File: config.mk
export PLATFORM = sky130hd
export DESIGN_NAME = seg7_scan
export DESIGN_NICKNAME = d
export VERILOG_FILES = /design/src/rtl/seg7_scan.sv
export SDC_FILE = /design/constraint.sdc
export NUM_CORES = 1
export LEC_CHECK = 0
export BUFFER_PORTS_ARGS = -buffer_cell sky130_fd_sc_hd__buf_2
export CORE_UTILIZATION = 25
export DETAILED_ROUTE_END_ITERATION = 8
export PLACE_DENSITY = 0.56
export SLEW_MARGIN = 20
export SYNTH_ARGS = -nofsm -noshare
export SYNTH_HDL_FRONTEND = slang
export SYNTH_SLANG_ARGS = --single-unit
File: constraint.sdc
create_clock -name clk50MHz -period 2.2 [get_ports clk50MHz]
set_input_delay 0.44 -clock clk50MHz [delete_from_list [all_inputs] [get_ports clk50MHz]]
set_output_delay 0.44 -clock clk50MHz [all_outputs]
set_load 0.02 [all_outputs]
File: src/rtl/seg7_scan.sv
// ============================================================================
// seg7_scan : 4-digit common-anode hex display scanner with per-frame snapshot
// Rev 1.0   : initial release
// ============================================================================
`default_nettype none

module seg7_scan #(
    parameter int REFRESH_DIV = 12500,
    parameter int GUARD       = 16
) (
    input  logic        clk50MHz,
    input  logic        reset,
    input  logic [31:0] disp_dat,
    input  logic        half_sel,
    input  logic        blank_lz,
    output logic [3:0]  an,
    output logic [6:0]  seg,
    output logic        dp,
    output logic        frame_tick
);

    localparam int C_CNT_W = (REFRESH_DIV > 1) ? $clog2(REFRESH_DIV) : 1;

    typedef enum logic [1:0] {
        DIG0 = 2'd0,
        DIG1 = 2'd1,
        DIG2 = 2'd2,
        DIG3 = 2'd3
    } digit_t;

    digit_t               r_idx;
    digit_t               w_idx_next;
    logic [C_CNT_W-1:0]   r_cnt;
    logic [15:0]          r_snap;
    logic                 r_snap_half;
    logic                 w_tick;
    logic                 w_take;
    logic                 w_blank;
    logic                 w_lit;
    logic [3:0]           w_nib;

    function automatic logic [6:0] hex7(input logic [3:0] n);
        case (n)
            4'h0: hex7 = 7'h40;  4'h1: hex7 = 7'h79;
            4'h2: hex7 = 7'h24;  4'h3: hex7 = 7'h30;
            4'h4: hex7 = 7'h19;  4'h5: hex7 = 7'h12;
            4'h6: hex7 = 7'h02;  4'h7: hex7 = 7'h78;
            4'h8: hex7 = 7'h00;  4'h9: hex7 = 7'h10;
            4'hA: hex7 = 7'h08;  4'hB: hex7 = 7'h03;
            4'hC: hex7 = 7'h46;  4'hD: hex7 = 7'h21;
            4'hE: hex7 = 7'h06;  default: hex7 = 7'h0E;
        endcase
    endfunction

    assign w_tick = (r_cnt == C_CNT_W'(REFRESH_DIV - 1));
    assign w_take = w_tick && (r_idx == DIG3);

    always_ff @(posedge clk50MHz or posedge reset) begin
        if (reset) begin
            r_cnt <= '0;
        end else if (w_tick) begin
            r_cnt <= '0;
        end else begin
            r_cnt <= r_cnt + 1'b1;
        end
    end

    always_ff @(posedge clk50MHz or posedge reset) begin
        if (reset) begin
            r_idx <= DIG0;
        end else begin
            r_idx <= w_idx_next;
        end
    end

    always_comb begin
        w_idx_next = r_idx;
        if (w_tick) begin
            case (r_idx)
                DIG0:    w_idx_next = DIG1;
                DIG1:    w_idx_next = DIG2;
                DIG2:    w_idx_next = DIG3;
                default: w_idx_next = DIG0;
            endcase
        end
    end

    // Input word is sampled only at frame boundaries so a frame never tears.
    always_ff @(posedge clk50MHz or posedge reset) begin
        if (reset) begin
            r_snap      <= 16'h0000;
            r_snap_half <= 1'b0;
        end else if (w_take) begin
            r_snap      <= half_sel ? disp_dat[31:16] : disp_dat[15:0];
            r_snap_half <= half_sel;
        end
    end

    always_comb begin
        w_blank = 1'b0;
        w_nib   = r_snap[3:0];
        case (r_idx)
            DIG0: begin
                w_nib   = r_snap[3:0];
                w_blank = 1'b0;
            end
            DIG1: begin
                w_nib   = r_snap[7:4];
                w_blank = blank_lz && (r_snap[15:4] == 12'h000);
            end
            DIG2: begin
                w_nib   = r_snap[11:8];
                w_blank = blank_lz && (r_snap[15:8] == 8'h00);
            end
            default: begin
                w_nib   = r_snap[15:12];
                w_blank = blank_lz && (r_snap[15:12] == 4'h0);
            end
        endcase
    end

    assign w_lit = (r_cnt >= C_CNT_W'(GUARD)) && !w_blank;

    always_ff @(posedge clk50MHz or posedge reset) begin
        if (reset) begin
            an         <= 4'b1111;
            seg        <= 7'h7F;
            dp         <= 1'b1;
            frame_tick <= 1'b0;
        end else begin
            an         <= w_lit ? ~(4'b0001 << r_idx) : 4'b1111;
            seg        <= w_lit ? hex7(w_nib) : 7'h7F;
            dp         <= (w_lit && (r_idx == DIG3) && r_snap_half) ? 1'b0 : 1'b1;
            frame_tick <= w_take;
        end
    end

endmodule

`default_nettype wire

==> results.ini <==
[floorplan]
core_sq_mm = 0.00982
core.rowCount = 36
io-pin-count = 49
die_height_microns = 103
die_w_microns = 103
dieArea_sq_mm = 0.0106
initial_utilization_pct = 26.0

[cts]
clk_pin_slew_ns = 0.09
clkSinkCount = 46
cts.path.max_buffers = 2
cts_tree = built
hold_buffers = 0
h-tree-depth = 2
cts_buffers = 5
clock_latency_ns = 0.30
ctsRootBufferMaster = clkbuf_8

[global_routing]
grt_overflow = 0
grt_pass1_wl_mm = 10.6
grt_max_degree = 27
grt_use_total_pct = 13.1
grt_pass1_vias = 2142
antenna_found_initial = 0

[yosys]
synth_nets = 300
synth-main-ff-cell = dfrtp_1
ys_types = 45
postSynth.asyncResetShare_pct = 100
avgSynthCellArea_sq_um = 10.2
synth_warnings = 0
seq_area_frac_synth_pct = 45.7
yosys.area.top_type = dfrtp_1
synthesis.area_sq_mm = 0.00255
synth.top_cell.area_share_pct = 33.3
synth_cells = 251
synth-edff-count = 0
ys_ff_latch = 46
ys_top_cells_by_area = dfrtp_1, dfstp_2, mux2i_1

[drt]
final_antenna_net_count = 0
avgViaCountPerCell = 4.78
drtIter0Drc = 133
first_pass_iters = 4
drc = 0
routedWlPerCell_microns = 13.5
num_vias = 2171
routed_wl_mm = 6.15

[setup_path]
worstPathMaxFanout = 5
critPathArrivalTime_ns = 2.47
start_kind = flop
end_kind = flop
worstPathRequired_ns = 2.40
crit_type = flop to flop

[final_layout]
fillers = 1038
ff_latch_area_sq_mm = 0.00117
multiInputGateArea_sq_mm = 0.00137
final_cells = 454
drive_above_1_share_pct = 36.1
area_growth_pct = 30.0
diodes = 0
finalNetCount = 369

[power]
irDropWorstVdd_uv = 174
power.density_mw_per_mm2 = 467
leakagePower_nw = 1.44

[status]
status = finished with violations
failed_checks = negative setup slack

[timing]
fin_worst_skew_ns = 0.00703
setup_violations = 1
tightest_slew_ns = 0.810
report.final.slew_viol_count = 0
rsz0062_at_grt = true
finalSetupTns_ns = -0.0645
clock.fmax_mhz = 442
fin_crit_sh_pct = 103
finalHoldViolCount = 0
setup_ws_ns = -0.0645
fin_crit_ns = 2.26
slew_headroom_pct = 45.7

[job]
maxCapViolCount = 0

[placed_design]
place_inst = 443
place_hpwl_mm = 4.63
io_buffers = 48
finalWeightedCongestion = 0.871

[min_path]
hold_path_class = primary input to async pin

-- Yosys cell counts (all sizes together) (4+ instances only) --
| cell type | n |
|---|---|
| a21oi | 4 |
| clkbuf | 9 |
| dfrtp | 34 |
| dfstp | 12 |
| ha | 13 |
| inv | 12 |
| mux2i | 23 |
| nand2 | 13 |
| nand3 | 13 |
| nor2 | 15 |
| nor4 | 4 |
| o211ai | 4 |
| o21ai | 37 |
| xnor2 | 4 |
| xor2 | 6 |
-- what timing repair did --
action,in CTS,in global routing
gates resized for setup,15,4
hold endpoints to repair,0,0
setup buffers,3,0
setup endpoints to repair,12,4
pin swaps,5,4
-- final timing paths --
path,from,end,slack (ns),cells after the start
worst max-delay path,r_idx[0],seg[3],-0.06,9
worst min-delay path,reset,r_snap[5],0.20,2
worst max register to register,r_idx[0],seg[3],-0.06,9
worst min register to register,r_snap_half,dp,0.44,1
max in group asynchronous,reset,seg[1],1.40,3
min in group clk50MHz,disp_dat[1],r_snap[1],0.41,3
-- layer usage --
layer | part of all wire [%] | track usage (%) | vias to the layer above
met5 | 0 | 0 | -
met4 | 1.9 | 5.31 | 0
met3 | 3.7 | 2.17 | 9
met1 | 46 | 17.2 | 1053
li1 | - | - | 1055
met2 | 49 | 21.3 | 54
-- report_power, final --
group          total [mW]  leakage (nW)  internal, mW  switching [mW]
clock               0.623        0.0514         0.339           0.284
sequential          0.847         0.497         0.847        0.000568
combinational      0.0798         0.896        0.0400          0.0398
total                1.55          1.44          1.23           0.324
-- registers in the layout, summed over array words and instances (netlist names) --
register and cells:
r_snap 16, r_cnt 14, seg 7, an 4, r_idx 2, dp 1, frame_tick 1, r_snap_half 1
-- cell usage in the layout (no fill, tap or decap), types with 4 or more instances in the layout --
| cell type | netlist | final |
|---|---|---|
| inv_1 | 12 | 7 |
| nor4_1 | 4 | 4 |
| nand3_1 | 13 | 13 |
| xor2_1 | 6 | 6 |
| o21ai_1 | 11 | 12 |
| o21ai_0 | 26 | 25 |
| xnor2_1 | 4 | 4 |
| dfrtp_1 | 34 | 32 |
| ha_4 | 0 | 4 |
| dfstp_2 | 12 | 12 |
| o211ai_1 | 4 | 4 |
| buf_4 | 0 | 24 |
| ha_1 | 13 | 6 |
| mux2i_1 | 23 | 22 |
| nor2_1 | 15 | 15 |
| clkbuf_8 | 0 | 5 |
| buf_2 | 1 | 48 |
| nand2_1 | 13 | 13 |
-- area by class of cell --
cell class | count | share of cell area, %
multi-input cells | 180 | 41.3
flip-flops and latches | 46 | 35.2
repair buffers | 74 | 13.6
well taps | 133 | 5.01
clock buffers | 6 | 2.19
inverters | 13 | 1.58
clock inverters | 2 | 1.13
-- stage by stage --
| step | worst slack, ns | power, mW | hold WS (ns) | util (%) | cell area [sq um] |
|---|---|---|---|---|---|
| after CTS | -0.0850 | 1.58 | 0.210 | 33.7 | 3310 |
| after global routing | -0.161 | 1.61 | 0.241 | 33.8 | 3320 |
| after global placement | -0.0973 | 0.945 | 0.430 | 31.8 | 3120 |
| after floorplan | -0.0617 | 0.901 | 0.400 | - | 2600 |
| final | -0.0645 | 1.55 | 0.196 | 33.8 | 3320 |
| after detailed placement | -0.235 | 0.947 | 0.439 | 31.8 | 3120 |
-- critical path, cell delays in order (launching register included) --
cell and delay, ns:
dfrtp_2 0.46, inv_4 0.07, ha_4 0.17, a222oi_1 0.35
buf_4 0.18, mux2i_4 0.09, ha_4 0.24, mux2_4 0.27
a221oi_2 0.25, o21ai_1 0.08
-- cells by family after synthesis --
kind of cell | after synthesis | share of synthesized area [%]
DFF | 46 | 45.7
buffers and inverters | 25 | 4.31
adders and majority gates | 13 | 6.37
muxes | 25 | 10.0
and+or+nand+nor | 63 | 13.1
xor gates and xnor gates | 10 | 3.43
AOI/OAI and AO/OA | 69 | 17.1
(Power assumes the default switching activity.)
